<file path="src/rtl/cpu_io_pkg.sv">
// rtl/cpu_io_pkg.sv - shared constants and types for the CPU serial output port
package cpu_io_pkg;

  localparam logic ADDR_DATA   = 1'b0;
  localparam logic ADDR_STATUS = 1'b1;

  localparam int ST_ACTIVE = 0;
  localparam int ST_FULL   = 1;
  localparam int ST_EMPTY  = 2;
  localparam int ST_OVF    = 3;

  typedef enum logic [1:0] {
    IDLE  = 2'd0,
    START = 2'd1,
    DATA  = 2'd2,
    STOP  = 2'd3
  } uart_tx_state_t;

endpackage

</file>
<file path="src/rtl/sync_fifo.sv">
// rtl/sync_fifo.sv - single-clock FIFO; a push into a full FIFO is taken when a pop happens in the same cycle
module sync_fifo #(
  parameter int WIDTH = 8,
  parameter int DEPTH = 4
) (
  input  logic                     clk_i,
  input  logic                     reset_i,
  input  logic                     push_i,
  input  logic                     pop_i,
  input  logic [WIDTH-1:0]         wdata_i,
  output logic [WIDTH-1:0]         rdata_o,
  output logic                     full_o,
  output logic                     empty_o,
  output logic [$clog2(DEPTH):0]   count_o
);

  localparam int PW = $clog2(DEPTH);

  logic [WIDTH-1:0] mem_q [DEPTH];
  logic [PW-1:0]    wr_ptr_q, rd_ptr_q;
  logic [PW:0]      count_q;
  logic             do_push, do_pop;

  assign empty_o = (count_q == '0);
  assign full_o  = (count_q == (PW+1)'(DEPTH));
  assign count_o = count_q;
  assign rdata_o = mem_q[rd_ptr_q];

  assign do_pop  = pop_i && !empty_o;
  assign do_push = push_i && (!full_o || do_pop);

  always_ff @(posedge clk_i) begin
    if (do_push) begin
      mem_q[wr_ptr_q] <= wdata_i;
    end
  end

  always_ff @(posedge clk_i) begin
    if (reset_i) begin
      wr_ptr_q <= '0;
      rd_ptr_q <= '0;
      count_q  <= '0;
    end else begin
      if (do_push) wr_ptr_q <= wr_ptr_q + PW'(1);
      if (do_pop)  rd_ptr_q <= rd_ptr_q + PW'(1);
      case ({do_push, do_pop})
        2'b10:   count_q <= count_q + (PW+1)'(1);
        2'b01:   count_q <= count_q - (PW+1)'(1);
        default: count_q <= count_q;
      endcase
    end
  end

endmodule

</file>
<file path="src/rtl/cpu_uart_tx.sv">
// rtl/cpu_uart_tx.sv - bus-written byte FIFO serialised onto an 8N1 LSB-first UART line
module cpu_uart_tx
  import cpu_io_pkg::*;
#(
  parameter int CLKS_PER_BIT = 16,
  parameter int FIFO_DEPTH   = 4
) (
  input  logic       clk_i,
  input  logic       reset_i,
  input  logic       wr_en_i,
  input  logic       rd_en_i,
  input  logic       addr_i,
  input  logic [7:0] wdata_i,
  output logic [7:0] rdata_o,
  output logic       tx_o,
  output logic       busy_o
);

  localparam int BW = $clog2(CLKS_PER_BIT);
  localparam int PW = $clog2(FIFO_DEPTH);
  localparam logic [BW-1:0] BAUD_LAST = BW'(CLKS_PER_BIT - 1);

  uart_tx_state_t state_q, state_d;
  logic [BW-1:0]  baud_q, baud_d;
  logic [2:0]     bit_q, bit_d;
  logic [7:0]     shift_q, shift_d;
  logic           tx_q, tx_d;
  logic           ovf_q, ovf_d;
  logic [7:0]     rdata_q, rdata_d;

  logic           fifo_push, fifo_pop, fifo_full, fifo_empty;
  logic [7:0]     fifo_rdata;
  logic [PW:0]    fifo_count;
  logic           baud_last;
  logic [7:0]     status_word;

  assign fifo_push = wr_en_i && (addr_i == ADDR_DATA);

  sync_fifo #(
    .WIDTH (8),
    .DEPTH (FIFO_DEPTH)
  ) u_fifo (
    .clk_i   (clk_i),
    .reset_i (reset_i),
    .push_i  (fifo_push),
    .pop_i   (fifo_pop),
    .wdata_i (wdata_i),
    .rdata_o (fifo_rdata),
    .full_o  (fifo_full),
    .empty_o (fifo_empty),
    .count_o (fifo_count)
  );

  assign baud_last = (baud_q == BAUD_LAST);

  always_comb begin
    state_d  = state_q;
    baud_d   = baud_q;
    bit_d    = bit_q;
    shift_d  = shift_q;
    fifo_pop = 1'b0;
    case (state_q)
      IDLE: begin
        if (!fifo_empty) begin
          fifo_pop = 1'b1;
          shift_d  = fifo_rdata;
          baud_d   = '0;
          state_d  = START;
        end
      end
      START: begin
        if (baud_last) begin
          baud_d  = '0;
          bit_d   = 3'd0;
          state_d = DATA;
        end else begin
          baud_d = baud_q + BW'(1);
        end
      end
      DATA: begin
        if (baud_last) begin
          baud_d = '0;
          if (bit_q == 3'd7) begin
            state_d = STOP;
          end else begin
            bit_d   = bit_q + 3'd1;
            shift_d = {1'b0, shift_q[7:1]};
          end
        end else begin
          baud_d = baud_q + BW'(1);
        end
      end
      STOP: begin
        if (baud_last) begin
          baud_d = '0;
          // Chain straight into the next start bit so queued bytes leave with no idle gap.
          if (!fifo_empty) begin
            fifo_pop = 1'b1;
            shift_d  = fifo_rdata;
            state_d  = START;
          end else begin
            state_d = IDLE;
          end
        end else begin
          baud_d = baud_q + BW'(1);
        end
      end
      default: state_d = IDLE;
    endcase

    // The line level is registered from the next state so tx changes on the same edge as the FSM.
    case (state_d)
      START:   tx_d = 1'b0;
      DATA:    tx_d = shift_d[0];
      default: tx_d = 1'b1;
    endcase
  end

  always_comb begin
    status_word            = 8'h00;
    status_word[ST_OVF]    = ovf_q;
    status_word[ST_EMPTY]  = fifo_empty;
    status_word[ST_FULL]   = fifo_full;
    status_word[ST_ACTIVE] = (state_q != IDLE);

    rdata_d = rdata_q;
    if (rd_en_i) begin
      rdata_d = (addr_i == ADDR_STATUS) ? status_word : 8'h00;
    end

    ovf_d = ovf_q;
    if (rd_en_i && (addr_i == ADDR_STATUS)) ovf_d = 1'b0;
    if (fifo_push && fifo_full && !fifo_pop) ovf_d = 1'b1;
  end

  always_ff @(posedge clk_i) begin
    if (reset_i) begin
      state_q <= IDLE;
      baud_q  <= '0;
      bit_q   <= 3'd0;
      shift_q <= 8'h00;
      tx_q    <= 1'b1;
      ovf_q   <= 1'b0;
      rdata_q <= 8'h00;
    end else begin
      state_q <= state_d;
      baud_q  <= baud_d;
      bit_q   <= bit_d;
      shift_q <= shift_d;
      tx_q    <= tx_d;
      ovf_q   <= ovf_d;
      rdata_q <= rdata_d;
    end
  end

  assign tx_o    = tx_q;
  assign rdata_o = rdata_q;
  assign busy_o  = (state_q != IDLE) || (fifo_count != '0);

endmodule

</file>
<file path="config.mk">
export PLATFORM = sky130hd
export DESIGN_NAME = cpu_uart_tx
export DESIGN_NICKNAME = d
export VERILOG_FILES = /design/src/rtl/cpu_io_pkg.sv /design/src/rtl/sync_fifo.sv /design/src/rtl/cpu_uart_tx.sv
export SDC_FILE = /design/constraint.sdc
export NUM_CORES = 1
export LEC_CHECK = 0
export CAP_MARGIN = 20
export CORE_ASPECT_RATIO = 0.8
export CORE_MARGIN = 2
export CORE_UTILIZATION = 57
export DETAILED_ROUTE_END_ITERATION = 16
export PLACE_DENSITY = 0.78
export SLEW_MARGIN = 20
export SYNTH_ARGS = -nofsm -noshare
export SYNTH_HDL_FRONTEND = slang
export SYNTH_SLANG_ARGS = --single-unit
</file>
<file path="constraint.sdc">
create_clock -name clk_i -period 3.2 [get_ports clk_i]
set_input_delay 0.48 -clock clk_i [delete_from_list [all_inputs] [get_ports clk_i]]
set_output_delay 0.48 -clock clk_i [all_outputs]
set_load 0.01 [all_outputs]
</file>
After elaboration in Yosys (flattened, before gate mapping):

Memories as Yosys holds them, arrays and structs flattened. A register that Yosys moved wholly into a read port is not among the register bits.
Index checks and enable logic that the tools add are counted.

* word-level logic and storage cells: 87
* input port bits: 13
* memories kept: 1
* flip-flop bits (word level): 34
* bits in writable memories: 32
* output and inout port bits: 10

Memories
* u_fifo.mem_q: depth 4, bits a word 8, rd ports 1, clocked after Yosys merged registers in 1, write ports 1, line sync_fifo.sv:19 `logic [WIDTH-1:0] mem_q [DEPTH];`

* reduce and logical (&&, ||, !) cells: 22
* add/sub/neg operators: 6
* bitwise logic cells: 1
* equal/unequal tests: 15
* multiplexer cells: 31

Operators by type and width (number)
* $mux 8: 4
* $pmux 8 s3: 1
* $mux 2: 7
* $mux 4: 3
* $pmux 3 s2: 2
* $ne 2x2->1 const B: 5
* $mux 3: 3
* $eq 2x2->1 const B: 4
* $pmux 2 s4: 1
* $pmux 4 s2: 1
* $reduce_and 4->1: 2
* $reduce_bool 2->1: 4
* $mux 1: 7
* $add 3x1->3 const B: 2
* $eq 2x1->1 const B: 3
* $eq 3x3->1 const B: 2
* $logic_and 1x1->1: 6
* $reduce_bool 3->1: 2
* $add 2x1->2 const B: 2
* $add 4x1->4 const B: 1
* $eq 4x4->1 const B: 1
* $pmux 1 s2: 2
* $logic_not 1->1: 3
* $logic_not 3->1: 1
* 5 further kinds: 6

Logic depth before layout (Yosys ltp):

Gate-level depths: netlist (run 1).

* word-level depth: 9
* depth in mapped cells: 13
* depth with buffers taken out: 12

Hierarchy:

Synthesis (run 1) repeated with hierarchy kept, for this count alone.

* cell total of the unflattened synthesis: 254
* area total of the unflattened synthesis: 3079.2 um2

Modules (own cells, without submodules)
* sync_fifo: sequential area each 1141.1 um2, times used 1, area each 1691.6 um2, cells each 101
* cpu_uart_tx: sequential area each 460.4 um2, times used 1, area each 1387.6 um2, cells each 153

Worst setup path before layout (run 1):

No wires, ideal clock.

* path type: flip-flop to flip-flop
* start: register state_q[0]
* end: register u_fifo.count_q[2], in the netlist u_fifo.count_o[2]
* period minus slack after synthesis: 2.584 ns
* cell stages (with the launch flop): 14
* setup slack: 0.616 ns
* data required time: 3.129 ns
* buffers on the path: 2
* arrival time: 2.514 ns
* setup time: 0.071 ns
* cell sequence: dfxtp_1 ha_1 buf_2 a41oi_2 o211ai_1 and3b_1 buf_2 inv_1 ha_1 inv_1 fa_1 xor2_1 or3_1 a21oi_1

* word-level cells in the longest chain between the ends: 7
* elaborated cells between the ends (all ways): 10
* classes of those cells: 3 x eq/ne; 2 x mux; 5 x reduce/logical

RTL lines
* start: declaration: line cpu_uart_tx.sv:23 `uart_tx_state_t state_q, state_d;`
* start signal: assignment: line cpu_uart_tx.sv:146 `state_q <= state_d;`
* $eq 2x2->1 / $logic_not 2->1 (equally long branches): line cpu_uart_tx.sv:62 `case (state_q)`
* $pmux 1 s2 (*): line cpu_uart_tx.sv:62
* $logic_and 1x1->1 (*): line sync_fifo.sv:29 `assign do_pop = pop_i && !empty_o;`
* $logic_or 1x1->1: line sync_fifo.sv:30 `assign do_push = push_i && (!full_o || do_pop);`
* $logic_and 1x1->1: line sync_fifo.sv:30
* $eq 2x1->1 / $eq 2x2->1 (equally long branches): line sync_fifo.sv:46 `case ({do_push, do_pop})`
* $pmux 3 s2 / $reduce_bool 2->1 (equally long branches)
* end signal: assignment: line sync_fifo.sv:47 `2'b10: count_q <= count_q + (PW+1)'(1);`
* end signal: assignment: line sync_fifo.sv:48 `2'b01: count_q <= count_q - (PW+1)'(1);`
* end signal: assignment: line sync_fifo.sv:49 `default: count_q <= count_q;`
* end: declaration: line sync_fifo.sv:21 `logic [PW:0] count_q;`

Mark *: on every way between the ends. The rest lies on a longest branch, timed or not.
A chain may end at the register's enable or synchronous reset.

Final worst setup path (run 1):

Ends and elaborated chain as after synthesis.

==> results of run 1 <==
## path summary, 6_finish.rpt
path | startpoint | endpoint | slack, ps | cells past startpoint
max | state_q[0] | u_fifo.count_o[2] | 430 | 12
min | bit_q[1] | bit_q[1] | 460 | 2
max reg2reg | state_q[0] | u_fifo.count_o[2] | 430 | 12
min reg2reg | bit_q[1] | bit_q[1] | 460 | 2
## critical path, stage by stage, from the launching register on
cell                       delay, ps
sky130_fd_sc_hd__dfxtp_1         400
sky130_fd_sc_hd__inv_1           110
sky130_fd_sc_hd__ha_1            260
sky130_fd_sc_hd__a41oi_2         260
sky130_fd_sc_hd__o211ai_1        130
sky130_fd_sc_hd__and3b_1         270
sky130_fd_sc_hd__inv_1            80
sky130_fd_sc_hd__ha_1            170
sky130_fd_sc_hd__inv_1            60
sky130_fd_sc_hd__fa_1            370
sky130_fd_sc_hd__xor2_1          160
sky130_fd_sc_hd__or3_1           310
sky130_fd_sc_hd__a21oi_1         140
## power by group
group | internal (W) | leakage [nW] | total (W) | switching [W]
clock | 0.000438 | 0.0995 | 0.000759 | 0.000321
combinational | 0.000371 | 0.511 | 0.000788 | 0.000417
sequential | 0.000963 | 0.551 | 0.00106 | 0.0000939
## layout by cell type (no fill, tap or decap), drive strengths merged, types with 9 or more instances in the layout
master	count
edfxtp	32
nand2	11
nor2	29
dfxtp	32
a21oi	17
clkbuf	9
clkdlybuf4s50	18
o21ai	10
inv	11
ha	13
## through the flow
step | util | instances | power (W)
6_report | 0.664 | 327 | 0.00260
5_1_grt | 0.664 | 327 | 0.00275
4_1_cts | 0.664 | 327 | 0.00262
3_5_place_dp | 0.621 | 311 | 0.00186
3_3_place_gp | 0.621 | 311 | 0.00184
2_1_floorplan | - | 246 | 0.00170
## state kept, by name, indices dropped and copies added, names as in the netlist, named ones only
register         count
u_fifo.mem_q        32
shift_q              8
baud_q               4
rdata_o              4
bit_q                3
u_fifo.count_o       3
state_q              2
u_fifo.rd_ptr_q      2
u_fifo.wr_ptr_q      2
ovf_q                1
tx_o                 1
## layer usage
metal / track usage / vias up
met1: 0.254 / 899
met5: 0 / -
li1: - / 928
met4: 0.0665 / 0
met2: 0.287 / 52
met3: 0.0905 / 2
## logic make-up (layout without fill, tap and decap cells)
| logic type | after synthesis | in the layout | share of synthesized area |
|---|---|---|---|
| buffers and inverters | 26 | 45 | 0.0513 |
| other | 1 | 4 | 0.00128 |
| AND/OR/NAND/NOR | 76 | 76 | 0.134 |
| multiplexers | 10 | 10 | 0.0710 |
| AO/OA/AOI/OAI | 47 | 47 | 0.118 |
| flip-flops | 64 | 64 | 0.547 |
| XOR/XNOR | 5 | 5 | 0.0150 |
| adder cells (fa/ha/maj) | 14 | 14 | 0.0624 |
## area by class of cell
| cell class | count | area share |
|---|---|---|
| sequential | 64 | 0.484 |
| clock buffer | 9 | 0.0374 |
| timing repair buffer | 19 | 0.0567 |
| inverter | 10 | 0.0113 |
| multi-input combinational | 156 | 0.358 |
| clock inverter | 7 | 0.0287 |
| tap | 62 | 0.0234 |
==> out/results.md, run 1 <==
| Quantity | Value |
| --- | --- |
| Run status | finished clean |
| Final net count | 287 |
| TritonCTS clock tree | yes |
| Synth warnings | 0 |
| Placed wire-length estimate after detailed placement | 3.51 mm |
| Fraction of layout cells with a size suffix above 1 | 0.109 |
| Highest signal layer in the routed design | met4 |
| Worst-path fanout max | 7 |
| Tightest slew margin relative to the limit | 0.570 |
| Smallest setup slack after layout | 434 ps |
| Vias per cell | 5.75 |
| Area post-placement | 0.00309 mm^2 |
| Worst Setup Path Type | flop to flop |
| Buffers inserted during post-CTS setup optimization | 0 |
| Bufs on Longest Clock Path | 2 |
| Gate Count Post-Synth | 243 |
| Vertical extent of the die | 68.1 um |
| Post-cts repair resize count | 0 |
| Number of I/O pins | 23 |
| Area occupied by multi-input gates | 0.00118 mm^2 |
| Standard-cell row count | 23 |
| Synthesized flop and latch total | 64 |
| Port Buffer Count | 18 |
| Total routed wirelength | 5.11 mm |
| Share of the cycle needed by the critical path after routing | 0.864 |
| Transition at the pin with the smallest max-transition slack | 645 ps |
| Type of element launching the critical path | flop |
| Drt first-iter violations | 125 |
| Number of enable flip-flop cells after synthesis | 32 |
| Met3 wire length | 316 um |
| Ys flop type | sky130_fd_sc_hd__edfxtp_1 |
| Top cells by area in the synthesized netlist | sky130_fd_sc_hd__edfxtp_1 33%, sky130_fd_sc_hd__dfxtp_1 22%, sky130_fd_sc_hd__ha_1 5.6%, sky130_fd_sc_hd__mux4_2 4.6%, sky130_fd_sc_hd__nor2_1 3.7% |
| DRT met1 WL | 2.43 mm |
| Buffer type at the clock tree root | sky130_fd_sc_hd__clkbuf_8 |
| Kind of capture point of the worst setup path | flop |
| Post-Place Worst Slack | 438 ps |
| Required time at the worst-slack endpoint | 3470 ps |
| Finished layout cell area | 0.00331 mm^2 |
| Largest net degree at the start of global routing | 26 |
| Clock insertion delay at the later pin of the skew report | 340 ps |
| Layout filler cell count | 378 |
| Hold_ws | 460 ps |
| Synth Cell Area | 0.00293 mm^2 |
| Number of hold buffers added after CTS | 0 |
| RSZ-0062 raised after global routing | false |
| Clock skew | 6.97 ps |
| Overflow left after global routing | 0 |
| Initial standard-cell utilization of the core | 0.588 |
| Std-Cell Core Area | 0.00498 mm^2 |
| Number of antenna-violating nets in the routed design | 0 |
| Max-cap violation count | 0 |
| Fraction of registers with async set or reset after synthesis | 0 |
| Drt first pass iters | 4 |
| Standby leakage power | 1.16 nW |
| Routed len/inst | 15.6 um |
| Length of routed met2 wiring | 2.33 mm |
| GR Util All Layers | 0.194 |
| Upper clock frequency limit | 0.361 GHz |
| Part of the Yosys area used for sequential elements | 0.547 |
| Number of global-route vias before repair | 1661 |
| Most frequent cells after synthesis | 32 x sky130_fd_sc_hd__dfxtp_1, 32 x sky130_fd_sc_hd__edfxtp_1, 29 x sky130_fd_sc_hd__nor2_1, 17 x sky130_fd_sc_hd__a21oi_1, 13 x sky130_fd_sc_hd__ha_1 |
| First-pass GRT wire length | 8.24 mm |
| Power density over cell area | 787 mW/mm^2 |
| Final Hold Fails | 0 |
| Antenna diode instance count | 0 |
| Clk pin slew, worst setup/hold paths | 70 ps |
| Number of slew-limit violations in the final report | 0 |
| Avg Synthesized Cell Area | 12.0 um^2 |
| Die X | 84.1 um |
| Clock buffers created by TritonCTS | 9 |
| Total via count in the routed design | 1881 |
| Number of setup violations in the final report | 0 |
| Type of the worst min-delay path | flop to flop |
| Minimum period implied by the final worst setup slack | 2770 ps |
| Number of unique standard cell types used by synthesis | 48 |
| # clock sinks | 64 |
| Die area | 0.00572 mm^2 |
| Antenna violations before repair | 0 |
| Sequential cell area | 0.00160 mm^2 |
| Arrival time worst endpoint | 3040 ps |
| Max VDD drop | 498 uV |
| Dominant cell type by area after synthesis | sky130_fd_sc_hd__edfxtp_1 |
| GP Congestion | 0.779 |
| Fraction of synthesized cell area taken by the top area cell type | 0.328 |
| Number of H-tree branching levels | 3 |
| Post-route DRC | 0 |
| Setup TNS | 0 ps |
| Area added between synthesis and finish | 13.1% |
Power figures use the tool's default switching activity.
==> run 2, diff against run 1 <==
Clock period 3.2 ns to 3 ns, I/O delays scaled along.
==> out/results.md, run 2 (synthesis results as in run 1) <==
| Quantity | Value | Delta |
| --- | --- | --- |
| Layout filler cell count | 387 | +2.4% |
| # clock sinks | 64 | unchanged |
| Final core utilization | 0.655 | -0.00930 |
| Area added between synthesis and finish | 11.5% |  |
| Clock insertion delay at the later pin of the skew report | 340 ps | about the same |
| Placed Cells | 311 | unchanged |
| Tightest slew margin relative to the limit | 0.582 | +0.0122 |
| Number of I/O pins | 23 | unchanged |
| Antenna violations before repair | 0 | unchanged |
| Total routed wirelength | 5.06 mm | -1.1% |
| Placed wire-length estimate after detailed placement | 3.52 mm | +0.35% |
| Bufs on Longest Clock Path | 2 | unchanged |
| Setup TNS | 0 ps | unchanged |
| Clock buffers created by TritonCTS | 9 | unchanged |
| Fraction of layout cells with a size suffix above 1 | 0.109 | unchanged |
| Die X | 84.1 um | unchanged |
| Launch point of the worst hold path | bit_q[1] |  |
| Top flop regs | u_fifo.mem_q: 32 flops, shift_q: 8 flops |  |
| Min-Delay Path Depth | 2 | unchanged |
| Largest register by flop count | u_fifo.mem_q |  |
| Worst Setup Path Type | flop to flop |  |
| Max VDD drop | 463 uV | -7.2% |
| Number of global-route vias before repair | 1777 | +7.0% |
| Vias per cell | 5.83 | +1.3% |
| Smallest setup slack after layout | 216 ps | -217 ps |
| Flip-flop count of the largest register after layout | 32 | unchanged |
| Antenna diode instance count | 0 | unchanged |
| Final net count | 287 | unchanged |
| Number of setup violations in the final report | 0 | unchanged |
| Kind of capture point of the worst setup path | flop |  |
| Destination of the worst hold path | bit_q[1] |  |
| Run status | finished clean |  |
| Worst-path fanout max | 7 | unchanged |
| Clk pin slew, worst setup/hold paths | 70 ps | about the same |
| Standard-cell row count | 23 | unchanged |
| Overflow left after global routing | 0 | unchanged |
| Power density over cell area | 797 mW/mm^2 | +1.3% |
| Routed len/inst | 15.5 um | -1.1% |
| Port Buffer Count | 18 | unchanged |
| Arrival time worst endpoint | 3060 ps | +20 ps |
| Die area | 0.00572 mm^2 | unchanged |
| Vertical extent of the die | 68.1 um | unchanged |
| Drt first pass iters | 5 | +1 |
| Required time at the worst-slack endpoint | 3270 ps | -200 ps |
| Drt first-iter violations | 87 | -30% |
| RSZ-0062 raised after global routing | false |  |
| Buffer type at the clock tree root | sky130_fd_sc_hd__clkbuf_8 |  |
| Post-route DRC | 0 | unchanged |
| Total via count in the routed design | 1905 | +1.3% |
| Type of the worst min-delay path | flop to flop |  |
| Logic depth of the worst register-to-register path | 12 | unchanged |
| Final Hold Fails | 0 | unchanged |
| TritonCTS clock tree | yes |  |
| Register-to-register setup slack | 220 ps | -220 ps |
| Number of slew-limit violations in the final report | 0 | unchanged |
| Minimum period implied by the final worst setup slack | 2780 ps | +17.3 ps |
| Final Instance Count excl. Fillers | 327 | unchanged |
| Upper clock frequency limit | 0.359 GHz | -0.62% |
| Share of the cycle needed by the critical path after routing | 0.928 | +0.0634 |
| Initial standard-cell utilization of the core | 0.588 | unchanged |
| Buffers inserted during post-CTS setup optimization | 0 | unchanged |
| Post-cts repair resize count | 0 | unchanged |
| Post-Place Worst Slack | 223 ps | -215 ps |
| Transition at the pin with the smallest max-transition slack | 627 ps | -18.3 ps |
| First-pass GRT wire length | 8.03 mm | -2.5% |
| GP Congestion | 0.777 | -0.33% |
| Number of hold buffers added after CTS | 0 | unchanged |
| Type of element launching the critical path | flop |  |
| Standby leakage power | 1.14 nW | -1.8% |
| R2r startpoint | state_q[0] |  |
| Max-cap violation count | 0 | unchanged |
| Std-Cell Core Area | 0.00498 mm^2 | unchanged |
| Number of antenna-violating nets in the routed design | 0 | unchanged |
| Most used cells in the layout excluding fill and tap cells | 32 x sky130_fd_sc_hd__dfxtp_1, 32 x sky130_fd_sc_hd__edfxtp_1, 29 x sky130_fd_sc_hd__nor2_1 |  |
| Number of H-tree branching levels | 3 | unchanged |
| Worst reg2reg endpoint | u_fifo.count_o[2] |  |
| Clock skew | 4.67 ps | -2.30 ps |
| GR Util All Layers | 0.187 | -0.00641 |
| Largest net degree at the start of global routing | 26 | unchanged |
[run 2: cell count changes in the layout (fill, tap and decap cells not counted), sizes merged]
| cell | change |
|---|---|
| clkinv | +3 |
| bufinv | -2 |
| inv | -1 |
[run 2: stage by stage]
step,instance area (um^2),power (W),hold slack [ps]
after floorplan,2940,0.00181,436
after global placement,3090,0.00196,450
after detailed placement,3090,0.00199,458
after CTS,3260,0.00262,468
after global routing,3260,0.00277,497
final,3260,0.00260,462
[run 2: worst max-delay path: stages (launching register included)]
cell,delay [ps]
sky130_fd_sc_hd__dfxtp_1,390
sky130_fd_sc_hd__inv_1,100
sky130_fd_sc_hd__ha_1,270
sky130_fd_sc_hd__a41oi_2,270
sky130_fd_sc_hd__o211ai_1,140
sky130_fd_sc_hd__and3b_1,270
sky130_fd_sc_hd__inv_1,90
sky130_fd_sc_hd__ha_1,180
sky130_fd_sc_hd__inv_1,60
sky130_fd_sc_hd__fa_1,370
sky130_fd_sc_hd__xor2_1,150
sky130_fd_sc_hd__or3_1,300
sky130_fd_sc_hd__a21oi_1,130
[run 2: worst max path at each step]
stage / cells past startpoint / from / endpoint / slack [ps]
5_1_grt: 12 / state_q[1] / u_fifo.count_o[2] / 40
3_3_place_gp: 12 / state_q[1] / u_fifo.count_o[2] / 360
4_1_cts: 12 / state_q[0] / u_fifo.count_o[2] / 200
3_5_place_dp: 12 / state_q[0] / u_fifo.count_o[2] / 220
2_1_floorplan: 13 / state_q[0] / u_fifo.count_o[2] / 420
6_report: 12 / state_q[0] / u_fifo.count_o[2] / 220
[run 2: power breakdown]
group / switching (W) / internal, W
sequential: 0.0000989 / 0.00103
clock: 0.000338 / 0.000297
combinational: 0.000444 / 0.000395
[run 2: cell type report]
type / count / area (um^2) / area share
clock buffer: 9 / 124 / 0.0380
clock inverter: 7 / 48.8 / 0.0150
inverter: 10 / 37.5 / 0.0115
multi-input combinational: 156 / 1180 / 0.363
sequential: 64 / 1600 / 0.491
tap: 62 / 77.6 / 0.0238
timing repair buffer: 19 / 188 / 0.0575
[run 2: layer usage]
metal,GRT usage,up-vias,share of wire
met5,0,-,0
met4,0.0645,0,0.0057
met3,0.0820,2,0.043
met2,0.290,38,0.47
met1,0.239,937,0.48
li1,-,928,-
